## config.mk

```make
export PLATFORM = sky130hd
export DESIGN_NAME = mem_bus_arbiter_flat
export DESIGN_NICKNAME = d
export VERILOG_FILES = /design/src/rtl/mem_bus_arbiter_if.sv /design/src/rtl/mem_bus_arbiter.sv /design/src/flat_wrapper.sv
export SDC_FILE = /design/constraint.sdc
export NUM_CORES = 1
export LEC_CHECK = 0
export ABC_AREA = 1
export ABC_CLOCK_PERIOD_IN_PS = 5620
export CORE_AREA = 10 10 193 195
export CTS_CLUSTER_DIAMETER = 50
export DETAILED_ROUTE_END_ITERATION = 12
export DIE_AREA = 0 0 203 205
export PLACE_DENSITY = 0.62
export SETUP_SLACK_MARGIN = 0.4
export SYNTH_ARGS = -nofsm -noshare
export SYNTH_HDL_FRONTEND = slang
export SYNTH_SLANG_ARGS = --single-unit
```

## constraint.sdc

```tcl
create_clock -name clk -period 5.62 [get_ports clk]
set_clock_uncertainty 0.1 [all_clocks]
set_input_delay 1.124 -clock clk [delete_from_list [all_inputs] [get_ports clk]]
set_output_delay 1.124 -clock clk [all_outputs]
set_load 0.03 [all_outputs]
```

## src/rtl/mem_bus_arbiter_if.sv

```systemverilog
// Bundle of the three buses around the memory arbiter: fetch, data and the shared downstream port.
// The slave modport is the arbiter's view; master is the core/memory environment's view.
interface mem_bus_arbiter_if #(
  parameter int ADDR_W = 64,
  parameter int DATA_W = 64
);
  logic                  ireq_valid;
  logic [ADDR_W-1:0]     ireq_addr;
  logic                  iresp_addr_ok;
  logic                  iresp_data_ok;
  logic [31:0]           iresp_data;

  logic                  dreq_valid;
  logic [ADDR_W-1:0]     dreq_addr;
  logic [2:0]            dreq_size;
  logic [DATA_W/8-1:0]   dreq_strobe;
  logic [DATA_W-1:0]     dreq_data;
  logic                  dresp_addr_ok;
  logic                  dresp_data_ok;
  logic [DATA_W-1:0]     dresp_data;

  logic                  creq_valid;
  logic                  creq_is_write;
  logic [ADDR_W-1:0]     creq_addr;
  logic [2:0]            creq_size;
  logic [DATA_W/8-1:0]   creq_strobe;
  logic [DATA_W-1:0]     creq_data;
  logic                  cresp_ok;
  logic [DATA_W-1:0]     cresp_data;

  modport slave (
    input  ireq_valid, ireq_addr,
    output iresp_addr_ok, iresp_data_ok, iresp_data,
    input  dreq_valid, dreq_addr, dreq_size, dreq_strobe, dreq_data,
    output dresp_addr_ok, dresp_data_ok, dresp_data,
    output creq_valid, creq_is_write, creq_addr, creq_size, creq_strobe, creq_data,
    input  cresp_ok, cresp_data
  );

  modport master (
    output ireq_valid, ireq_addr,
    input  iresp_addr_ok, iresp_data_ok, iresp_data,
    output dreq_valid, dreq_addr, dreq_size, dreq_strobe, dreq_data,
    input  dresp_addr_ok, dresp_data_ok, dresp_data,
    input  creq_valid, creq_is_write, creq_addr, creq_size, creq_strobe, creq_data,
    output cresp_ok, cresp_data
  );
endinterface

```

## src/rtl/mem_bus_arbiter.sv

```systemverilog
// Shares one single-beat memory port between the instruction-fetch and data buses.
// Round-robin or fixed data-bus priority; one idle bubble separates consecutive grants.
module mem_bus_arbiter #(
  parameter bit FIXED_DPRIO = 1'b0,
  parameter int ADDR_W      = 64,
  parameter int DATA_W      = 64
) (
  input  logic              clk,
  input  logic              reset,
  mem_bus_arbiter_if.slave  bus
);

  typedef enum logic [1:0] {
    IDLE    = 2'd0,
    GRANT_I = 2'd1,
    GRANT_D = 2'd2
  } state_t;

  state_t state;
  logic   last_grant;   // 0 = ibus was served last, 1 = dbus
  logic   pick_d;
  logic   i_done;
  logic   d_done;

  // dbus wins when alone, always under fixed priority, or when ibus had the last turn.
  assign pick_d = bus.dreq_valid &&
                  (!bus.ireq_valid || FIXED_DPRIO || (last_grant == 1'b0));

  always_ff @(posedge clk) begin
    // NOTE: all state here uses non-blocking assignments so every register
    // samples the pre-edge values, independent of statement order.
    if (reset) begin
      state             <= IDLE;
      last_grant        <= 1'b1;
      bus.creq_valid    <= 1'b0;
      bus.creq_is_write <= 1'b0;
      bus.creq_addr     <= {ADDR_W{1'b0}};
      bus.creq_size     <= 3'b000;
      bus.creq_strobe   <= {(DATA_W/8){1'b0}};
      bus.creq_data     <= {DATA_W{1'b0}};
    end else begin
      unique case (state)
        IDLE: begin
          if (pick_d) begin
            state             <= GRANT_D;
            bus.creq_valid    <= 1'b1;
            bus.creq_is_write <= |bus.dreq_strobe;
            bus.creq_addr     <= bus.dreq_addr;
            bus.creq_size     <= bus.dreq_size;
            bus.creq_strobe   <= bus.dreq_strobe;
            bus.creq_data     <= bus.dreq_data;
          end else if (bus.ireq_valid) begin
            state             <= GRANT_I;
            bus.creq_valid    <= 1'b1;
            bus.creq_is_write <= 1'b0;
            bus.creq_addr     <= bus.ireq_addr;
            bus.creq_size     <= 3'b010;
            bus.creq_strobe   <= {(DATA_W/8){1'b0}};
            bus.creq_data     <= {DATA_W{1'b0}};
          end
        end
        GRANT_I, GRANT_D: begin
          // Request fields stay frozen until memory completes; only then drop back to IDLE.
          if (bus.cresp_ok) begin
            state          <= IDLE;
            bus.creq_valid <= 1'b0;
            last_grant     <= (state == GRANT_D);
          end
        end
        default: state <= IDLE;
      endcase
    end
  end

  // Completion is steered only to the port that owns the grant; cresp_ok in IDLE is dropped.
  assign i_done = (state == GRANT_I) && bus.cresp_ok;
  assign d_done = (state == GRANT_D) && bus.cresp_ok;

  assign bus.iresp_addr_ok = i_done;
  assign bus.iresp_data_ok = i_done;
  assign bus.iresp_data    = !i_done         ? 32'h0 :
                             bus.creq_addr[2] ? bus.cresp_data[32 +: 32] :
                                                bus.cresp_data[0 +: 32];

  assign bus.dresp_addr_ok = d_done;
  assign bus.dresp_data_ok = d_done;
  assign bus.dresp_data    = d_done ? bus.cresp_data : {DATA_W{1'b0}};

endmodule

```

## src/flat_wrapper.sv

```systemverilog
// flat-port wrapper written by rule: the top's interface ports become plain ports
module mem_bus_arbiter_flat 
#(
  parameter bit FIXED_DPRIO = 1'b0,
  parameter int ADDR_W      = 64,
  parameter int DATA_W      = 64
)
  (clk, reset, bus_ireq_valid, bus_ireq_addr, bus_iresp_addr_ok, bus_iresp_data_ok, bus_iresp_data, bus_dreq_valid, bus_dreq_addr, bus_dreq_size, bus_dreq_strobe, bus_dreq_data, bus_dresp_addr_ok, bus_dresp_data_ok, bus_dresp_data, bus_creq_valid, bus_creq_is_write, bus_creq_addr, bus_creq_size, bus_creq_strobe, bus_creq_data, bus_cresp_ok, bus_cresp_data);
  mem_bus_arbiter_if #(.ADDR_W(ADDR_W), .DATA_W(DATA_W)) bus_i ();
  input  logic clk;
  input  logic reset;
  input wire logic [$bits(bus_i.ireq_valid)-1:0] bus_ireq_valid;
  input wire logic [$bits(bus_i.ireq_addr)-1:0] bus_ireq_addr;
  output wire logic [$bits(bus_i.iresp_addr_ok)-1:0] bus_iresp_addr_ok;
  output wire logic [$bits(bus_i.iresp_data_ok)-1:0] bus_iresp_data_ok;
  output wire logic [$bits(bus_i.iresp_data)-1:0] bus_iresp_data;
  input wire logic [$bits(bus_i.dreq_valid)-1:0] bus_dreq_valid;
  input wire logic [$bits(bus_i.dreq_addr)-1:0] bus_dreq_addr;
  input wire logic [$bits(bus_i.dreq_size)-1:0] bus_dreq_size;
  input wire logic [$bits(bus_i.dreq_strobe)-1:0] bus_dreq_strobe;
  input wire logic [$bits(bus_i.dreq_data)-1:0] bus_dreq_data;
  output wire logic [$bits(bus_i.dresp_addr_ok)-1:0] bus_dresp_addr_ok;
  output wire logic [$bits(bus_i.dresp_data_ok)-1:0] bus_dresp_data_ok;
  output wire logic [$bits(bus_i.dresp_data)-1:0] bus_dresp_data;
  output wire logic [$bits(bus_i.creq_valid)-1:0] bus_creq_valid;
  output wire logic [$bits(bus_i.creq_is_write)-1:0] bus_creq_is_write;
  output wire logic [$bits(bus_i.creq_addr)-1:0] bus_creq_addr;
  output wire logic [$bits(bus_i.creq_size)-1:0] bus_creq_size;
  output wire logic [$bits(bus_i.creq_strobe)-1:0] bus_creq_strobe;
  output wire logic [$bits(bus_i.creq_data)-1:0] bus_creq_data;
  input wire logic [$bits(bus_i.cresp_ok)-1:0] bus_cresp_ok;
  input wire logic [$bits(bus_i.cresp_data)-1:0] bus_cresp_data;
  assign bus_i.ireq_valid = bus_ireq_valid;
  assign bus_i.ireq_addr = bus_ireq_addr;
  assign bus_iresp_addr_ok = bus_i.iresp_addr_ok;
  assign bus_iresp_data_ok = bus_i.iresp_data_ok;
  assign bus_iresp_data = bus_i.iresp_data;
  assign bus_i.dreq_valid = bus_dreq_valid;
  assign bus_i.dreq_addr = bus_dreq_addr;
  assign bus_i.dreq_size = bus_dreq_size;
  assign bus_i.dreq_strobe = bus_dreq_strobe;
  assign bus_i.dreq_data = bus_dreq_data;
  assign bus_dresp_addr_ok = bus_i.dresp_addr_ok;
  assign bus_dresp_data_ok = bus_i.dresp_data_ok;
  assign bus_dresp_data = bus_i.dresp_data;
  assign bus_creq_valid = bus_i.creq_valid;
  assign bus_creq_is_write = bus_i.creq_is_write;
  assign bus_creq_addr = bus_i.creq_addr;
  assign bus_creq_size = bus_i.creq_size;
  assign bus_creq_strobe = bus_i.creq_strobe;
  assign bus_creq_data = bus_i.creq_data;
  assign bus_i.cresp_ok = bus_cresp_ok;
  assign bus_i.cresp_data = bus_cresp_data;
  mem_bus_arbiter #(.FIXED_DPRIO(FIXED_DPRIO), .ADDR_W(ADDR_W), .DATA_W(DATA_W)) u_core (.clk(clk), .reset(reset), .bus(bus_i));
endmodule
```

==> results.md <==
- Max incr delay on CP: 0.70 ns
- RSZ-0062 raised after global routing: no
- Number of global-route vias before repair: 8106
- Max Cap Viol: 0
- Critical path capture point: bus_iresp_data[31]
- Clock share of power: 0.356
- Final Cycle Share: 0.8441
- Crit start category: input port
- Area delta synth->final: 92.19%
- P_sw: 1.159 mW
- GRT overflow: 0
- Drt via density: 4.263
- Int Power: 2.421 mW
- Largest net degree at the start of global routing: 79
- R2R setup slack: 3.21 ns
- First-pass GRT wire length: 51370 um
- Routed len/inst: 18.47 um
- Post-DP HPWL: 28040 um
- DRC errors left: 0
- IO buf count: 512
- Crit-path most repeated cell: clkdlybuf4s50_1
- Reg power frac: 0.332
- CP max stage cell: clkdlybuf4s50_1
- Flops & latches, synth: 144
- Final setup violation count: 0
- Core footprint: 33280 um^2
- CP required: 4.40 ns
- Die area: 41620 um^2
- RePlAce Congestion: 0.8506
- Routed Antenna Nets: 0
- Initial antenna violation count: 1
- CTS buffer count: 17
- Syn Std Cell Area: 6596 um^2
- Area leader, netlist: dfxtp_1
- Syn Nets: 1284
- Final hold violations: 0
- Vias: 8241
- Area share of the largest cell type after synthesis: 0.4370
- Setup TNS Final: 0 ns
- CP Class: input port to primary output
- Cell Rows: 67
- Status: finished, final reports clean
- Critical path endpoint category: primary output
- Tot Pwr: 3.580 mW
- CTS tree: built
- WP buf/inv: 4
- I/O pin total: 513
- Max Freq: 210.8 MHz
- Worst path depth: 7
- CP startpoint: bus_cresp_ok
- YS warnings: 0
- Ranking of synthesized cells by area: dfxtp_1, nand2_1, a21oi_1, nor2_1, o21ai_0
- Comb power frac: 0.311
- Most common cell after layout, fill and taps aside: clkdlybuf4s50_1
- Reg-to-reg endpoint: u_core.bus.creq_addr[14]
- Worst-Margin Slew: 1.119 ns
- Arrival time worst endpoint: 3.52 ns
- H-tree depth reported by CTS: 4
- Clk Tree Root Cell: clkbuf_16
- Share of layout cells above drive strength 1: 0.03369
- Final wirelength: 35710 um
- Critical R2R Launch: u_core.state[0]
- Hold crit path type: flop to flop
- Starting density of the core: 0.1982
- Cts hold-fix bufs: 0
- Synthesized instance count: 1008
- Slew HR: 0.2538
- Worst path cell trace: clkdlybuf4s50_1 -> nand2_1 -> inv_1 -> buf_4 -> o21ai_0 -> a21oi_1 -> clkdlybuf4s50_1
- Initial drt markers: 417
- Leakage: 5.097 nW
- Drt pass-1 iters: 5
- TritonCTS Sinks: 144
- Clock buffer depth: 2
- Setup Buffers After CTS: 0
- GRT Overall Usage: 0.1615
- Unique masters post-synth: 20
- Pwr dens: 282.4 nW/um^2
- Post-cts sizing count: 0
- CTS clk-pin slew, worst paths: 0.06 ns
- Top delay family on crit path: buffers and inverters
- Sw frac: 0.3237
- Die Span Y: 205 um
- Chip width: 203 um
- Final #Nets: 1749
- Maximum vdd drop: 0.2150 mV
- Worst Reg-to-Reg Cells: 7
- Worst skew pair latency: 0.43 ns
- Sequential-to-total area share from yosys stat: 0.4370
- Crit Path Max Fanout: 22
- Avg Inst Size Synth: 6.544 um^2
- Post-layout min period: 4.744 ns
- Most frequent cells in the layout: clkdlybuf4s50_1, nand2_1, a21oi_1
- Final Max Tran Viols: 0
[tightest hold or removal path: cells and delay by family, from the launching register on]
family	cells	cell delay [ns]
flip-flops	1	0.30
AO/OA/AOI/OAI	1	0.05
AND/OR/NAND/NOR	1	0.06
[registers in the layout (all words and copies together) (netlist names)]
register                  count
u_core.bus.creq_addr         64
u_core.bus.creq_data         64
u_core.bus.creq_strobe        8
u_core.bus.creq_size          3
u_core.state                  2
u_core.bus.creq_is_write      1
u_core.bus.creq_valid         1
u_core.last_grant             1
[power groups by stage]
stage | Combinational [mW] | Sequential (mW) | Clock [mW]
after floorplan | 0.386 | 1.39 | 0
after global placement | 1.12 | 1.21 | 0
after detailed placement | 1.13 | 1.21 | 0
after CTS | 1.13 | 1.19 | 1.31
after global routing | 1.20 | 1.20 | 1.35
final | 1.11 | 1.19 | 1.28
[routing by layer]
layer,GRT usage,part of all wire
met1,0.1672,0.38
met2,0.2889,0.50
met3,0.06223,0.091
met4,0.06448,0.026
met5,0,0.00031
[how the worst min path moves through the flow]
stage | startpoint | endpoint | slack, ns | depth (start not counted)
6_report | u_core.bus.creq_strobe[0] | u_core.bus.creq_strobe[0] | 0.36 | 2
4_1_cts | u_core.bus.creq_data[30] | u_core.bus.creq_data[30] | 0.36 | 2
3_5_place_dp | u_core.bus.creq_data[30] | u_core.bus.creq_data[30] | 0.35 | 2
5_1_grt | u_core.bus.creq_data[62] | u_core.bus.creq_data[62] | 0.38 | 2
2_1_floorplan | u_core.last_grant | u_core.last_grant | 0.37 | 2
3_3_place_gp | u_core.bus.creq_data[2] | u_core.bus.creq_data[2] | 0.35 | 2
[area by class of cell]
class	instances	area, um^2
clock inverters	9	180.2
diodes	1	2.502
multi-input cells	710	3070
inverters	76	286.5
well taps	448	560.5
repair buffers	524	5223
fillers	3490	20600
flip-flops and latches	144	2884
clock buffers	21	470.5
[Yosys cell counts, drive strengths merged]
library cell,count
nand4,2
ha,4
nand2,290
o21ai,99
clkbuf,36
buf,42
inv,76
nor3,1
o211ai,1
dfxtp,144
a21oi,173
nand3,3
nor2,137
[stage by stage]
step,std cells,setup slack (ns),util,hold WS [ns],instance area (um^2)
4_1_cts,1932,0.8881,0.3808,0.3639,12670
3_5_place_dp,1902,0.8952,0.3613,0.3541,12020
6_report,1933,0.8760,0.3809,0.3618,12680
2_1_floorplan,1008,2.006,-,0.3663,6596
5_1_grt,1932,0.7556,0.3808,0.3760,12670
3_3_place_gp,1902,0.9324,0.3613,0.3512,12020
[logic make-up after synthesis]
group	Yosys count	synth area share
AOI/OAI and AO/OA	273	0.2081
adders and majority gates	4	0.007588
buffers and inverters	154	0.09901
DFF	144	0.4370
and+or+nand+nor	433	0.2483
Note: power is estimated with default switching activity, not from simulation.
